===== config.mk =====
export PLATFORM = sky130hd
export DESIGN_NAME = vga_grid_renderer
export DESIGN_NICKNAME = d
export VERILOG_FILES = /design/src/rtl/vga_grid_renderer.sv
export SDC_FILE = /design/constraint.sdc
export NUM_CORES = 2
export LEC_CHECK = 0
export ABC_AREA = 1
export CORE_AREA = 3 3 311 313
export CTS_BUF_LIST = sky130_fd_sc_hd__clkbuf_8
export DETAILED_ROUTE_END_ITERATION = 7
export DIE_AREA = 0 0 314 316
export DONT_BUFFER_PORTS = 1
export PLACE_DENSITY = 0.72
export SLEW_MARGIN = 15
export SYNTH_ARGS = -nofsm -noshare
export SYNTH_HDL_FRONTEND = slang
export SYNTH_SLANG_ARGS = --single-unit

===== constraint.sdc =====
create_clock -name clk -period 36.6 [get_ports clk]
set_input_delay 7.32 -clock clk [delete_from_list [all_inputs] [get_ports clk]]
set_output_delay 7.32 -clock clk [all_outputs]
set_load 0.02 [all_outputs]

===== src/rtl/vga_grid_renderer.sv =====
// VGA timing generator with a 3-tick pipelined snake/food/border cell renderer.
// Scene inputs are shadowed once per frame at the start of vertical blanking.
module vga_grid_renderer #(
  parameter int H_ACTIVE     = 640,
  parameter int H_FP         = 16,
  parameter int H_SYNC       = 96,
  parameter int H_BP         = 48,
  parameter int V_ACTIVE     = 480,
  parameter int V_FP         = 10,
  parameter int V_SYNC       = 2,
  parameter int V_BP         = 33,
  parameter int PIX_DIV      = 2,
  parameter int CELL_SHIFT   = 4,
  parameter int COORD_W      = 6,
  parameter int MAX_LEN      = 64,
  parameter int LEN_W        = 7,
  parameter int FLASH_FRAMES = 30
) (
  input  logic                       clk,
  input  logic                       rst,
  input  logic [COORD_W-1:0]         food_x,
  input  logic [COORD_W-1:0]         food_y,
  input  logic [MAX_LEN*COORD_W-1:0] snake_x_1dim,
  input  logic [MAX_LEN*COORD_W-1:0] snake_y_1dim,
  input  logic [LEN_W-1:0]           snake_length,
  input  logic [1:0]                 game_state,
  output logic [3:0]                 r,
  output logic [3:0]                 g,
  output logic [3:0]                 b,
  output logic                       h_sync,
  output logic                       v_sync,
  output logic                       frame_tick
);
  localparam int H_TOTAL = H_ACTIVE + H_FP + H_SYNC + H_BP;
  localparam int V_TOTAL = V_ACTIVE + V_FP + V_SYNC + V_BP;
  localparam int HW = $clog2(H_TOTAL);
  localparam int VW = $clog2(V_TOTAL);
  localparam int DW = (PIX_DIV > 1) ? $clog2(PIX_DIV) : 1;
  localparam int FW = $clog2(FLASH_FRAMES + 1);
  localparam int COLS = H_ACTIVE >> CELL_SHIFT;
  localparam int ROWS = V_ACTIVE >> CELL_SHIFT;
  localparam int SW = MAX_LEN * COORD_W;

  typedef enum logic [1:0] {
    ST_IDLE  = 2'b00,
    ST_PLAY  = 2'b01,
    ST_OVER  = 2'b10,
    ST_PAUSE = 2'b11
  } mode_t;

  logic [DW-1:0] div;
  logic          tick;
  logic [HW-1:0] h_cnt;
  logic [VW-1:0] v_cnt;
  logic          capture;
  mode_t         in_mode;

  assign tick    = (div == DW'(PIX_DIV - 1));
  assign capture = tick && (h_cnt == '0) && (v_cnt == VW'(V_ACTIVE));
  assign frame_tick = capture;
  assign in_mode = mode_t'(game_state);

  always_ff @(posedge clk or posedge rst) begin
    if (rst)       div <= '0;
    else if (tick) div <= '0;
    else           div <= div + DW'(1);
  end

  always_ff @(posedge clk or posedge rst) begin
    if (rst) begin
      h_cnt <= '0;
      v_cnt <= '0;
    end else if (tick) begin
      if (h_cnt == HW'(H_TOTAL - 1)) begin
        h_cnt <= '0;
        if (v_cnt == VW'(V_TOTAL - 1)) v_cnt <= '0;
        else                           v_cnt <= v_cnt + VW'(1);
      end else begin
        h_cnt <= h_cnt + HW'(1);
      end
    end
  end

  logic [COORD_W-1:0] sh_fx, sh_fy;
  logic [SW-1:0]      sh_sx, sh_sy;
  logic [LEN_W-1:0]   sh_len;
  mode_t              sh_mode;
  logic [FW-1:0]      fl_cnt;
  logic               fl_off;

  // Flash phase restarts on entry to game over; held clear elsewhere.
  always_ff @(posedge clk or posedge rst) begin
    if (rst) begin
      sh_fx   <= '0;
      sh_fy   <= '0;
      sh_sx   <= '0;
      sh_sy   <= '0;
      sh_len  <= '0;
      sh_mode <= ST_IDLE;
      fl_cnt  <= '0;
      fl_off  <= 1'b0;
    end else if (capture) begin
      sh_fx   <= food_x;
      sh_fy   <= food_y;
      sh_sx   <= snake_x_1dim;
      sh_sy   <= snake_y_1dim;
      sh_len  <= snake_length;
      sh_mode <= in_mode;
      if (in_mode != ST_OVER || sh_mode != ST_OVER) begin
        fl_cnt <= '0;
        fl_off <= 1'b0;
      end else if (fl_cnt == FW'(FLASH_FRAMES - 1)) begin
        fl_cnt <= '0;
        fl_off <= ~fl_off;
      end else begin
        fl_cnt <= fl_cnt + FW'(1);
      end
    end
  end

  logic               hs_raw, vs_raw, act_raw;
  logic [COORD_W-1:0] s1_cx, s1_cy;
  logic               s1_act, s1_hs, s1_vs;

  assign hs_raw = !((h_cnt >= HW'(H_ACTIVE + H_FP)) &&
                    (h_cnt <  HW'(H_ACTIVE + H_FP + H_SYNC)));
  assign vs_raw = !((v_cnt >= VW'(V_ACTIVE + V_FP)) &&
                    (v_cnt <  VW'(V_ACTIVE + V_FP + V_SYNC)));
  assign act_raw = (h_cnt < HW'(H_ACTIVE)) && (v_cnt < VW'(V_ACTIVE));

  always_ff @(posedge clk or posedge rst) begin
    if (rst) begin
      s1_cx  <= '0;
      s1_cy  <= '0;
      s1_act <= 1'b0;
      s1_hs  <= 1'b1;
      s1_vs  <= 1'b1;
    end else if (tick) begin
      s1_cx  <= COORD_W'(h_cnt >> CELL_SHIFT);
      s1_cy  <= COORD_W'(v_cnt >> CELL_SHIFT);
      s1_act <= act_raw;
      s1_hs  <= hs_raw;
      s1_vs  <= vs_raw;
    end
  end

  logic head_hit, body_hit, food_hit, bord_hit;
  logic s2_head, s2_body, s2_food, s2_bord;
  logic s2_act, s2_hs, s2_vs;

  // Segments at or beyond the shadowed length never match.
  always_comb begin
    head_hit = 1'b0;
    body_hit = 1'b0;
    for (int i = 0; i < MAX_LEN; i++) begin
      if (i < int'(sh_len) &&
          sh_sx[i*COORD_W +: COORD_W] == s1_cx &&
          sh_sy[i*COORD_W +: COORD_W] == s1_cy) begin
        if (i == 0) head_hit = 1'b1;
        else        body_hit = 1'b1;
      end
    end
  end

  assign food_hit = (sh_fx == s1_cx) && (sh_fy == s1_cy);
  assign bord_hit = (s1_cx == '0) || (s1_cx == COORD_W'(COLS - 1)) ||
                    (s1_cy == '0) || (s1_cy == COORD_W'(ROWS - 1));

  always_ff @(posedge clk or posedge rst) begin
    if (rst) begin
      s2_head <= 1'b0;
      s2_body <= 1'b0;
      s2_food <= 1'b0;
      s2_bord <= 1'b0;
      s2_act  <= 1'b0;
      s2_hs   <= 1'b1;
      s2_vs   <= 1'b1;
    end else if (tick) begin
      s2_head <= head_hit;
      s2_body <= body_hit;
      s2_food <= food_hit;
      s2_bord <= bord_hit;
      s2_act  <= s1_act;
      s2_hs   <= s1_hs;
      s2_vs   <= s1_vs;
    end
  end

  logic [11:0] base, pix;

  always_comb begin
    base = 12'h000;
    if (s2_head)      base = 12'hFF0;
    else if (s2_body) base = 12'h0F0;
    else if (s2_food) base = 12'hF00;
    else if (s2_bord) base = 12'h888;
    pix = base;
    case (sh_mode)
      ST_IDLE:  pix = s2_bord ? 12'h888 : 12'h000;
      ST_PAUSE: pix = {1'b0, base[11:9], 1'b0, base[7:5], 1'b0, base[3:1]};
      ST_OVER:  if (!fl_off && (s2_head || s2_body)) pix = 12'hF00;
      default:  pix = base;
    endcase
    if (!s2_act) pix = 12'h000;
  end

  always_ff @(posedge clk or posedge rst) begin
    if (rst) begin
      r      <= '0;
      g      <= '0;
      b      <= '0;
      h_sync <= 1'b1;
      v_sync <= 1'b1;
    end else if (tick) begin
      {r, g, b} <= pix;
      h_sync    <= s2_hs;
      v_sync    <= s2_vs;
    end
  end
endmodule

Word-level counts from Yosys, hierarchy flattened
Index checks and enable logic that the tools add are counted.
Widths: inputs -> output; s select.

word-level totals
  register bits after elaboration = 852
  bits of input ports = 791
  output and inout bits = 15
  logic and storage cells = 471

cells by class
  add/subtract/negate cells = 4
  $lt $le $gt $ge = 70
  equality and inequality tests = 140
  multiplexer cells = 78
  bitwise operators = 1
  reduce and logical (&&, ||, !) cells = 150

operators by type and width
  kind                   number
  $eq 6x6->1             130
  $lt 6x7->1 const A     32
  $logic_and 1x1->1      135
  $lt 5x7->1 const A     16
  $mux 12                6
  $mux 1                 67
  $lt 4x7->1 const A     8
  $pmux 12 s3            1
  $lt 3x7->1 const A     4
  $add 10x1->10 const B  2
  $eq 10x10->1 const B   2
  $lt 10x10->1 const B   2
  $lt 10x9->1 const B    2
  $mux 10                2
  $lt 1x7->1 const A     2
  $lt 2x7->1 const A     2
  $logic_not 6->1        2
  $eq 10x9->1 const B    1
  $ge 10x10->1 const B   1
  $ge 10x9->1 const B    1
  $logic_not 10->1       1
  $mux 5                 2
  $eq 6x5->1 const B     1
  $eq 6x6->1 const B     1
  11 further kinds       20

Logic depth before layout (Yosys ltp)
  depth in word-level cells = 66
  mapped depth = 17
  depth with buffers taken out = 15

Least setup slack after synthesis
OpenSTA, ideal clock, no wires.

  path type = register -> output
  start point = register v_cnt[0]
  end point = output frame_tick
  arrival = 1531 ps
  data required time = 29280 ps
  setup slack = 27749 ps
  stages on the path, launching flop included = 10
  buffers on the path = 3
  cell sequence = dfrtp_1 > inv_1 > ha_1 > nand4_1 > nor3_2 > nand2_2 > inv_2 > buf_6 > buf_4 > buf_4

between the ends
  longest elaborated chain between the ends = 2

RTL lines
  item                    line  RTL
  start, declared         54    logic [VW-1:0] v_cnt;
  start signal, assigned  77    else v_cnt <= v_cnt + VW'(1);
  $eq 10x9->1             59    assign capture = tick && (h_cnt == '0) && (v_cnt == VW'(V_ACTIVE));
  $logic_and 1x1->1       59
  end, declared           32    output logic frame_tick

No other way between the ends.

Final worst setup path
  start point = register div
  end point = output frame_tick

between the ends
  longest elaborated chain between the ends = 2

RTL lines
  item                             line  RTL
  start, declared                  51    logic [DW-1:0] div;
  start signal, assigned           66    else div <= div + DW'(1);
  $logic_and 1x1->1 (2 in series)  59

No other way between the ends.

==> summary.txt <==
Yosys
  • Synth warnings: 0
  • Synthesized instance count: 6454
  • Fraction of registers with async set/reset: 100%
  • Xor/xnor cell area share of the yosys netlist: 5.37%
  • Syn Area/Cell: 7.02 sq um
  • Top cell type's share of synthesized area: 46.5%
  • Main combinational cell family by area after synthesis: simple AND/OR/NAND/NOR gates
  • Synth Area in Compound Gates: between 7 and 8%
  • Mapped Area: 0.0453 sq mm
  • Sequential-to-total area share from yosys stat: 46.8%
  • Largest cells by area after synthesis: dfrtp_1 (46%), nand2_1 (26%), inv_1 (4.6%), nor2_1 (4.4%), o21ai_0 (3.6%)
  • Top FF cell, synth: dfrtp_1
  • Synth area leader: dfrtp_1
  • Post-synth EDFFs: 0
  • Simple-gate share of the synthesized area: 31.8%
  • Mux cell area share after synthesis: 0%
  • Synth Area in Adders: 0.193%
  • Flops & latches, synth: 848
  • Number of distinct library cells after synthesis: 47

Global route
  • First-pass GRT wire length: 251 mm
  • Largest net degree at the start of global routing: 275
  • Total gr overflow: 0
  • Vias in the first global route: 38.7k
  • Gr usage total: between 30% and 40%
  • Initial antenna violation count: 65

Min path
  • Worst Hold Class: reg2reg
  • Hold path start: sh_sx[336]$_DFFE_PP0P_

Timing
  • Slew HR: roughly 13%
  • Setup TNS: 0 ps
  • Final min period: between 10000 and 15000 ps
  • Hold Slack: 496 ps
  • Final clock skew: 34.6 ps
  • RSZ-0062 raised after global routing: no
  • Worst-Margin Slew: 1310 ps
  • Final Hold Vio Count: 0
  • Final Cycle Share: 29.6%
  • Slew Limit Fails: 0
  • Fmax achieved: between 0.09 and 0.1 GHz
  • Endpoints failing setup: 0

Status
  • Failing checks: design-rule violations
  • Status: complete, but fails checks

Clock tree
  • Clk pin slew, worst setup/hold paths: 60 ps
  • CTS resizes: 0
  • CTS tree: built
  • Num CTS Buffers: 150
  • Longest Clk Path Bufs: 3
  • Clock insertion delay at the later pin of the skew report: between 800 and 900 ps
  • Post-CTS setup buffers: 0
  • Sink Count: 848
  • Hold_buf cts: 0
  • CTS root buffer: clkbuf_8
  • Htree depth: 4

Setup path
  • Crit path largest cell delay: about 780 ps
  • WP data required: just under 30000 ps
  • Setup crit end kind: primary output
  • Slowest-stage cell, CP: inv_8
  • Startpoint types: register
  • Crit path DAT: around 3500 ps
  • Critical R2R Launch: div$_DFF_PP0_
  • CP max FO: 127
  • Critical path type: reg2out
  • Setup crit start: div$_DFF_PP0_
  • Worst-path cell chain: buf_4 > nand4_1 > nor3_1 > nand2_8 > inv_8

Die
  • Core area: between 0.09 and 0.1 sq mm
  • Die area: 0.0992 sq mm
  • Die width: 314 microns
  • Starting density of the core: 47.9%
  • IO Count: 806
  • Std-Cell Rows: 113
  • Die Y: 316 microns

Routing
  • Initial drt markers: 4776
  • DRT Pass-1 Iters: 8
  • Via density: 5.30
  • WL per Instance: 22.9 microns
  • Final ANT Viol Nets: 0
  • Routed via count: 41.2k
  • # DRC: 2
  • Final WL: 177 mm

Layout
  • Fill cells: approximately 9.2k
  • Layout Nets: 7126
  • Layout cell share with drive strength beyond 1: 4.90%
  • Most frequent cells in the layout: nand2_1 (3173), dfrtp_1 (830), inv_1 (588)
  • Commonest non-fill, non-tap cell in the layout: nand2_1
  • Sequential cell area: between 0.02 and 0.025 sq mm
  • Multi-input gate area: 0.0202 sq mm
  • Area grow syn2layout: 8.01%

Pwr
  • Lkg Pwr: 0.0240 uW
  • Pwr dens: 38.5 mW/mm^2
  • Worst VDD drop: 0.0316 mV

Placed design
  • DPL Wire Length: 121 mm
  • Final Wtd Congestion: 0.920
  • Port Buffers: 0

Job
  • Maxcap violations: 0
[cells by family (layout without fill, tap and decap cells)]
| logic type | after synthesis | in the layout |
|---|---|---|
| fa+ha+maj | 7 | 7 |
| simple gates | 3798 | 3798 |
| compound gates | 632 | 632 |
| flops | 848 | 848 |
| buf+inv | 890 | 878 |
| xor+xnor | 278 | 278 |
| other cells | 1 | 59 |
[cell usage after synthesis (all sizes together), types with 2 or more instances]
library cell,n
nor3,20
a221oi,2
nor2,528
o21a,2
clkinv,3
a22o,2
dfrtp,842
inv,557
xnor2,113
xor2,165
ha,7
nand4,10
buf,245
dfstp,6
o22ai,10
nor4,2
clkbuf,85
o211ai,4
a21oi,26
a31oi,4
nand2,3175
a2111oi,3
o21ai,571
nand3,59
[area by class of cell]
type	instances	share of cell area, %
clock buffers	195	5.48
clock inverters	72	0.900
inverters	560	4.36
repair buffers	51	0.961
diodes	57	0.291
multi-input cells	4717	41.3
well taps	1265	3.23
flip-flops and latches	848	43.5
[power breakdown]
| group | switching [uW] | internal (uW) |
|---|---|---|
| Clock | 421 | 506 |
| Combinational | 18.7 | 0.879 |
| Sequential | 0 | 938 |
| Total | 439 | 1440 |
[worst max-delay path, delay by kind of cell (launching register included)]
family / cells / cell delay, ps
simple gates: 3 / 1100
flops: 1 / 320
buf+inv: 2 / 1140
[sequential cells by signal, summed over array words and instances, names as in the netlist, 2 cells and up]
signal and count:
s1_cy 6, s1_cx 6, sh_fx 6, g 3, h_cnt 10, sh_sy 384
v_cnt 10, sh_len 7, b 2, sh_mode 2, sh_fy 6, fl_cnt 5
sh_sx 384, r 3
[final timing paths]
check	endpoint	slack (ps)	cells after the start
min in group asynchronous	sh_sy[339]$_DFFE_PP0P_	6430	1
setup reg to reg	sh_sx[315]$_DFFE_PP0P_	31740	9
max in group asynchronous	sh_sx[261]$_DFFE_PP0P_	26810	4
hold / removal	sh_sx[336]$_DFFE_PP0P_	500	2
setup / recovery	frame_tick	25750	5
hold reg to reg	sh_sx[336]$_DFFE_PP0P_	500	2
[per-layer routing]
layer  routed length, microns  part of all wire, %  vias up  track usage [%]
met4                    10500                  5.9       24             20.5
met2                    79700                   45     2137             53.7
met1                    69700                   39    19200             44.6
met3                    17400                  9.8      487             8.60
li1                         -                    -    19300                -
met5                      155                0.087        -                0
[through the flow]
step           std cells  cell area (sq um)  setup WS [ps]  util [%]  total power [uW]
3_3_place_gp        7441              45700          25890      48.3               975
3_5_place_dp        7441              45700          25850      48.3               975
6_report            7765              48900          25750      51.7              1880
2_1_floorplan       6455              45300           5460         -               970
4_1_cts             7708              48800          25680      51.6              1890
5_1_grt             7747              48900          25530      51.7              1940
Power figures use the tool's default switching activity.
